<file path="config.mk">
export PLATFORM = sky130hd
export DESIGN_NAME = inst_issue_queue_flat
export DESIGN_NICKNAME = d
export VERILOG_FILES = /design/src/rtl/instq_pkg.sv /design/src/rtl/inst_issue_queue_if.sv /design/src/rtl/instq_compact.sv /design/src/rtl/inst_issue_queue.sv /design/src/flat_wrapper.sv
export SDC_FILE = /design/constraint.sdc
export NUM_CORES = 2
export LEC_CHECK = 0
export BUFFER_PORTS_ARGS = -buffer_cell sky130_fd_sc_hd__buf_2
export CAP_MARGIN = 20
export CORE_MARGIN = 5
export CORE_UTILIZATION = 57
export DETAILED_ROUTE_END_ITERATION = 8
export PLACE_DENSITY = 0.79
export SYNTH_ARGS = -nofsm -noshare
export SYNTH_HDL_FRONTEND = slang
export SYNTH_SLANG_ARGS = --single-unit
export TNS_END_PERCENT = 30
</file>
<file path="constraint.sdc">
create_clock -name clk -period 7.1 [get_ports clk]
set_input_delay 0 -clock clk [delete_from_list [all_inputs] [get_ports clk]]
set_output_delay 0 -clock clk [all_outputs]
set_load 0.01 [all_outputs]
</file>
<file path="src/rtl/instq_pkg.sv">
// Shared constants and width helpers for the instruction issue queue.
// Build option INSTQ_BYPASS_EN is consumed by inst_issue_queue.
package instq_pkg;

  typedef enum int {
    SINGLE_ISSUE = 1,
    DUAL_ISSUE   = 2
  } issue_mode_e;

  localparam int DEF_INST_W = 32;
  localparam int DEF_PC_W   = 32;

  function automatic int cnt_w(input int depth);
    return $clog2(depth + 1);
  endfunction

endpackage

</file>
<file path="src/rtl/inst_issue_queue_if.sv">
// Fetch/issue-side bundle of the instruction issue queue.
// master = fetch+issue logic, slave = the queue itself.
interface inst_issue_queue_if
  import instq_pkg::*;
#(
  parameter int DEPTH   = 16,
  parameter int FETCH_W = 2,
  parameter int ISSUE_W = DUAL_ISSUE,
  parameter int INST_W  = DEF_INST_W,
  parameter int PC_W    = DEF_PC_W
);

  localparam int NW = $clog2(ISSUE_W + 1);
  localparam int CW = cnt_w(DEPTH);

  logic                       flush;
  logic                       stall;
  logic [FETCH_W-1:0]         in_valid;
  logic [FETCH_W*INST_W-1:0]  in_inst;
  logic [FETCH_W*PC_W-1:0]    in_pc;
  logic [NW-1:0]              issue_num;
  logic [ISSUE_W-1:0]         out_valid;
  logic [ISSUE_W*INST_W-1:0]  out_inst;
  logic [ISSUE_W*PC_W-1:0]    out_pc;
  logic [CW-1:0]              count;
  logic                       full;

  modport master (
    output flush,
    output stall,
    output in_valid,
    output in_inst,
    output in_pc,
    output issue_num,
    input  out_valid,
    input  out_inst,
    input  out_pc,
    input  count,
    input  full
  );

  modport slave (
    input  flush,
    input  stall,
    input  in_valid,
    input  in_inst,
    input  in_pc,
    input  issue_num,
    output out_valid,
    output out_inst,
    output out_pc,
    output count,
    output full
  );

endinterface

</file>
<file path="src/rtl/instq_compact.sv">
// Prefix popcount of a fetch group: per-slot write offset
// and total number of valid slots.
module instq_compact #(
  parameter int FETCH_W = 2,
  parameter int OW      = $clog2(FETCH_W + 1)
) (
  input  logic [FETCH_W-1:0]         valid_i,
  output logic [FETCH_W-1:0][OW-1:0] off_o,
  output logic [OW-1:0]              total_o
);

  logic [OW-1:0] acc;

  always_comb begin
    acc   = '0;
    off_o = '0;
    for (int i = 0; i < FETCH_W; i++) begin
      off_o[i] = acc;
      acc      = acc + OW'(valid_i[i]);
    end
    total_o = acc;
  end

endmodule

</file>
<file path="src/rtl/inst_issue_queue.sv">
// Circular instruction queue between fetch and issue.
// Define INSTQ_BYPASS_EN to forward pushes into an empty queue.
module inst_issue_queue
  import instq_pkg::*;
#(
  parameter int DEPTH   = 16,
  parameter int FETCH_W = 2,
  parameter int ISSUE_W = DUAL_ISSUE,
  parameter int INST_W  = DEF_INST_W,
  parameter int PC_W    = DEF_PC_W
) (
  input logic               clk,
  input logic               rst,
  inst_issue_queue_if.slave q
);

  localparam int AW = $clog2(DEPTH);
  localparam int CW = cnt_w(DEPTH);
  localparam int OW = $clog2(FETCH_W + 1);

  logic [AW-1:0] head_q, head_d;
  logic [AW-1:0] tail_q, tail_d;
  logic [CW-1:0] count_q, count_d;

  logic [INST_W-1:0] ram_inst_q [DEPTH];
  logic [PC_W-1:0]   ram_pc_q   [DEPTH];

  logic [FETCH_W-1:0][OW-1:0] off;
  logic [OW-1:0]              total;

  logic          full;
  logic          push_en;
  logic          pop_en;
  logic [CW-1:0] pushed;
  logic [CW-1:0] popped;

  logic [ISSUE_W-1:0]        ov;
  logic [ISSUE_W*INST_W-1:0] oi;
  logic [ISSUE_W*PC_W-1:0]   op;

  instq_compact #(
    .FETCH_W (FETCH_W),
    .OW      (OW)
  ) u_compact (
    .valid_i (q.in_valid),
    .off_o   (off),
    .total_o (total)
  );

  // Full leaves room for one whole fetch group.
  assign full    = (CW'(DEPTH) - count_q) < CW'(FETCH_W);
  assign push_en = !q.flush && !full;
  assign pop_en  = !q.flush && !q.stall;
  assign pushed  = push_en ? CW'(total) : '0;
  assign popped  = pop_en ? CW'(q.issue_num) : '0;

  always_comb begin
    head_d  = head_q;
    tail_d  = tail_q;
    count_d = count_q;
    if (q.flush) begin
      head_d  = '0;
      tail_d  = '0;
      count_d = '0;
    end else begin
      head_d  = head_q + AW'(popped);
      tail_d  = tail_q + AW'(pushed);
      count_d = count_q + pushed - popped;
    end
  end

  always_ff @(posedge clk) begin
    if (rst) begin
      head_q  <= '0;
      tail_q  <= '0;
      count_q <= '0;
    end else begin
      head_q  <= head_d;
      tail_q  <= tail_d;
      count_q <= count_d;
    end
  end

  // Bypassed-and-consumed entries are still written; they sit
  // behind head and are never presented.
  always_ff @(posedge clk) begin
    if (push_en) begin
      for (int i = 0; i < FETCH_W; i++) begin
        if (q.in_valid[i]) begin
          ram_inst_q[tail_q + AW'(off[i])] <=
            q.in_inst[i*INST_W +: INST_W];
          ram_pc_q[tail_q + AW'(off[i])] <=
            q.in_pc[i*PC_W +: PC_W];
        end
      end
    end
  end

`ifdef INSTQ_BYPASS_EN
  logic byp;

  assign byp = !rst && push_en
            && (count_q == '0) && (total != '0);
`endif

  always_comb begin
    ov = '0;
    oi = '0;
    op = '0;
    for (int j = 0; j < ISSUE_W; j++) begin
      if (count_q > CW'(j)) begin
        ov[j] = 1'b1;
        oi[j*INST_W +: INST_W] =
          ram_inst_q[head_q + AW'(j)];
        op[j*PC_W +: PC_W] =
          ram_pc_q[head_q + AW'(j)];
      end
    end
`ifdef INSTQ_BYPASS_EN
    if (byp) begin
      for (int j = 0; j < ISSUE_W; j++) begin
        for (int k = 0; k < FETCH_W; k++) begin
          if (q.in_valid[k] && int'(off[k]) == j) begin
            ov[j] = 1'b1;
            oi[j*INST_W +: INST_W] =
              q.in_inst[k*INST_W +: INST_W];
            op[j*PC_W +: PC_W] =
              q.in_pc[k*PC_W +: PC_W];
          end
        end
      end
    end
`endif
  end

  assign q.out_valid = ov;
  assign q.out_inst  = oi;
  assign q.out_pc    = op;
  assign q.count     = count_q;
  assign q.full      = full;

  a_issue_le_avail : assert property (
    @(posedge clk) disable iff (rst)
    (!q.flush && !q.stall) |->
      (int'(q.issue_num) <= $countones(q.out_valid))
  );

endmodule

</file>
<file path="src/flat_wrapper.sv">
// flat-port wrapper written by rule: the top's interface ports become plain ports
module inst_issue_queue_flat import instq_pkg::*;
#(
  parameter int DEPTH   = 16,
  parameter int FETCH_W = 2,
  parameter int ISSUE_W = DUAL_ISSUE,
  parameter int INST_W  = DEF_INST_W,
  parameter int PC_W    = DEF_PC_W
)
  (clk, rst, q_flush, q_stall, q_in_valid, q_in_inst, q_in_pc, q_issue_num, q_out_valid, q_out_inst, q_out_pc, q_count, q_full);
  inst_issue_queue_if #(.DEPTH(DEPTH), .FETCH_W(FETCH_W), .ISSUE_W(ISSUE_W), .INST_W(INST_W), .PC_W(PC_W)) q_i ();
  input logic clk;
  input logic rst;
  input wire logic [$bits(q_i.flush)-1:0] q_flush;
  input wire logic [$bits(q_i.stall)-1:0] q_stall;
  input wire logic [$bits(q_i.in_valid)-1:0] q_in_valid;
  input wire logic [$bits(q_i.in_inst)-1:0] q_in_inst;
  input wire logic [$bits(q_i.in_pc)-1:0] q_in_pc;
  input wire logic [$bits(q_i.issue_num)-1:0] q_issue_num;
  output wire logic [$bits(q_i.out_valid)-1:0] q_out_valid;
  output wire logic [$bits(q_i.out_inst)-1:0] q_out_inst;
  output wire logic [$bits(q_i.out_pc)-1:0] q_out_pc;
  output wire logic [$bits(q_i.count)-1:0] q_count;
  output wire logic [$bits(q_i.full)-1:0] q_full;
  assign q_i.flush = q_flush;
  assign q_i.stall = q_stall;
  assign q_i.in_valid = q_in_valid;
  assign q_i.in_inst = q_in_inst;
  assign q_i.in_pc = q_in_pc;
  assign q_i.issue_num = q_issue_num;
  assign q_out_valid = q_i.out_valid;
  assign q_out_inst = q_i.out_inst;
  assign q_out_pc = q_i.out_pc;
  assign q_count = q_i.count;
  assign q_full = q_i.full;
  inst_issue_queue #(.DEPTH(DEPTH), .FETCH_W(FETCH_W), .ISSUE_W(ISSUE_W), .INST_W(INST_W), .PC_W(PC_W)) u_core (.clk(clk), .rst(rst), .q(q_i));
endmodule
</file>
==> out/qor.yml <==
outcome:
  outcome: "completed"
layout:
  final_nets: 4024
  drive_gt1_frac: 0.5184
  area_delta_synth_final_pct: 11.91
clock_network:
  cts_tree: "built"
  numCtsBuffers: 108
  clk_pin_slew_ns: 0.06
  cts.htree.levels: 3
  insertion_delay_ns: 0.69
  cts.sinks: 1037
  cts_buffer_depth: 3
  root_buffer: "clkbuf_16"
power:
  peakVddDrop_uv: 180.7
  p_seq_frac: 0.458
  combPwrFrac: 0.169
  p_sw_frac: 0.2613
  leakagePower_nw: 22.92
  internal_power_mw: 11.23
  power_frac_clock: 0.373
  power.density_nw_per_um2: 219.4
  power.switching_mw: 3.970
logic_synthesis:
  synth_cells: 3638
  synth_top_area_share: 0.4969
  netlist.top_cell.by_area: "edfxtp_1"
  ys_seq_area_frac: 0.5011
  synth_area_leaders: "edfxtp_1 (50%), mux4_2 (18%), mux2_2 (14%)"
  yosysUniqueCellTypes: 45
  async_reset_ff_frac: 0
  synth_seq_cells: 1037
  syn_avg_cell_area_sq_um: 17.01
  synth-main-ff-cell: "edfxtp_1"
  syn_area_sq_um: 61890
  synth_common_cells: "edfxtp_1 (1024), mux2_2 (753), mux4_2 (486)"
  synth_nets: 3797
  synth_edf_count: 1024
  yosysMostFrequentCell: "edfxtp_1"
  ys_warn_count: 0
setup_path:
  arrival_ns: 5.34
  crit_path_end_kind: "flop"
  crit_required_ns: 7.53
  slowest_delay_ns: 0.95
  cp_top_family: "buffers and inverters"
  slowest_stage: "buf_4"
  critPathKind: "reg -> reg"
  start_kind: "flop"
  crit_fanout: 41
  path_cells: "inv_1, ha_1, and2_1, ha_1, nand2b_1, a221oi_2, a21oi_1, nand2_4, buf_4, mux2_2, dlygate4sd3_1"
  cp_common_cell: "ha_1"
  crit_buf_inv: 3
sta:
  slew_headroom: 0.2308
  setup_tns_ns: 0
  clock_skew_ns: 0.03348
  hold_slack_ns: 0.1022
  fmax_mhz: 204.0
  finalCriticalPeriod_ns: 4.902
  worst_slew_pin_slew_ns: 1.154
  rsz0062_at_grt: "false"
  setup_violations: 0
  hold_violations: 0
  finalCritPeriodShare: 0.6904
  drv_slew: 0
routing:
  routed_wl_um: 183700
  postRouteAntennaNets: 0
  drt-initial-drc-count: 5508
  viasPerCell: 7.214
  via_count: 38640
  wl_per_cell_um: 34.30
  first_pass_iters: 7
  route.detailed.drc: 0
place:
  gp_congestion: 0.8202
  portBuffers: 271
  dp.final_hpwl_um: 99850
global_routing:
  grtUsageTotal: 0.3132
  antenna_found_initial: 9
  grt_pass1_vias: 39460
  grt_max_degree: 156
  grt_overflow_total: 0
  grt_pass1_wl_um: 269200
floorplanning:
  row_count: 120
  coreArea_sq_um: 107500
  die_area_sq_um: 115300
  initial_core_util: 0.5757
  fp.dieH_um: 339.5
  dieWidth_um: 339.5
  ios: 272
worst_hold_path:
  hp-class: "in -> reg"
flow_run:
  drv_cap: 0
final timing paths:
kind / start / end / slack, ns / cells past startpoint
max: u_core.q.count[2] / u_core.ram_pc_q[7][2] / 2.20 / 11
min: q_in_valid[0] / u_core.tail_q[1] / 0.10 / 5
max reg2reg: u_core.q.count[2] / u_core.ram_pc_q[7][2] / 2.20 / 11
min reg2reg: u_core.tail_q[3] / u_core.tail_q[3] / 0.70 / 2
cell usage in the layout (no fill, tap or decap), drive strengths merged, types with 4 or more instances in the layout:
cell type | netlist | final
ha | 19 | 19
a32oi | 14 | 14
dfxtp | 13 | 13
clkinv | 0 | 38
mux2 | 1024 | 1024
clkbuf | 180 | 135
mux4 | 486 | 486
a22oi | 13 | 13
a211oi | 13 | 13
nor2 | 21 | 21
a21oi | 25 | 25
xor2 | 4 | 4
a311oi | 13 | 13
fa | 4 | 4
nand2 | 59 | 59
edfxtp | 1024 | 1024
xnor2 | 5 | 5
mux2i | 243 | 243
o22ai | 104 | 104
nand4 | 15 | 15
o21ai | 26 | 26
bufinv | 0 | 13
nor2b | 17 | 17
o21bai | 7 | 7
buf | 241 | 337
or2 | 4 | 4
dlygate4sd3 | 0 | 201
o211ai | 13 | 13
nand2b | 6 | 6
and2 | 14 | 14
diode | 0 | 7
inv | 20 | 23
logic make-up (layout without fill, tap and decap cells):
| kind of cell | Yosys count | in the layout | share of synthesized area |
|---|---|---|---|
| AO/OA/AOI/OAI | 231 | 231 | 0.02461 |
| adder cells (fa/ha/maj) | 23 | 23 | 0.005135 |
| buffers and inverters | 441 | 750 | 0.03736 |
| AND/OR/NAND/NOR | 144 | 144 | 0.01160 |
| XOR/XNOR | 9 | 9 | 0.001274 |
| multiplexers | 1753 | 1753 | 0.4189 |
| flip-flops | 1037 | 1037 | 0.5011 |
| other | 0 | 7 | 0 |
stage by stage:
stage	instance area [sq um]	cells	util	worst slack [ns]	power, mW
6_report	69260	5357	0.6442	2.198	15.20
5_1_grt	69250	5353	0.6441	2.144	15.61
4_1_cts	69240	5350	0.6441	2.302	15.18
3_5_place_dp	63780	4957	0.5933	2.646	9.511
3_3_place_gp	63730	4955	0.5929	2.685	9.469
2_1_floorplan	61890	3638	-	0.3819	8.541
worst register-to-register path, cell delays in order, from the launching register on:
cell           delay, ns
dfxtp_1             0.45
inv_1               0.11
ha_1                0.22
and2_1              0.17
ha_1                0.28
nand2b_1            0.06
a221oi_2            0.47
a21oi_1             0.38
nand2_4             0.55
buf_4               0.95
mux2_2              0.46
dlygate4sd3_1       0.55
layer usage:
| metal | wire (um) | share of wire | GRT usage | vias to the layer above |
|---|---|---|---|---|
| met5 | 13 | 0.000071 | 0 | - |
| met4 | 7053 | 0.038 | 0.1111 | 2 |
| met3 | 21220 | 0.12 | 0.07136 | 440 |
| met2 | 88210 | 0.48 | 0.5045 | 2639 |
| met1 | 67220 | 0.37 | 0.4246 | 20130 |
| li1 | - | - | - | 15440 |
flip-flops by register name, summed over array words and instances, names as in the netlist:
| register | cells |
|---|---|
| u_core.head_q | 4 |
| u_core.ram_pc_q | 512 |
| u_core.ram_inst_q | 512 |
| u_core.q.count | 5 |
| u_core.tail_q | 4 |
layout make-up:
class                   count  area (sq um)
diodes                      7         17.52
clock buffers             135          2825
clock inverters            57         625.6
fillers                  7449         38250
inverters                  20         80.08
multi-input cells        2160         28890
flip-flops and latches   1037         31020
well taps                1403          1755
repair buffers            538          4041
power groups by stage:
stage          Combinational, mW  Sequential (mW)  Clock [mW]
2_1_floorplan               1.47             7.08           0
6_report                    2.58             6.96        5.66
3_5_place_dp                2.43             7.08           0
3_3_place_gp                2.40             7.07           0
4_1_cts                     2.54             6.95        5.70
5_1_grt                     2.69             6.96        5.96
timing repair:
action,4_1_cts,5_1_grt
endpoints found under the setup margin,0,0
hold buffers,201,0
endpoints found under the hold margin,1037,0
gates resized for setup,0,0
buffers inserted,0,0
No activity file was read; power rests on OpenSTA's default activity.
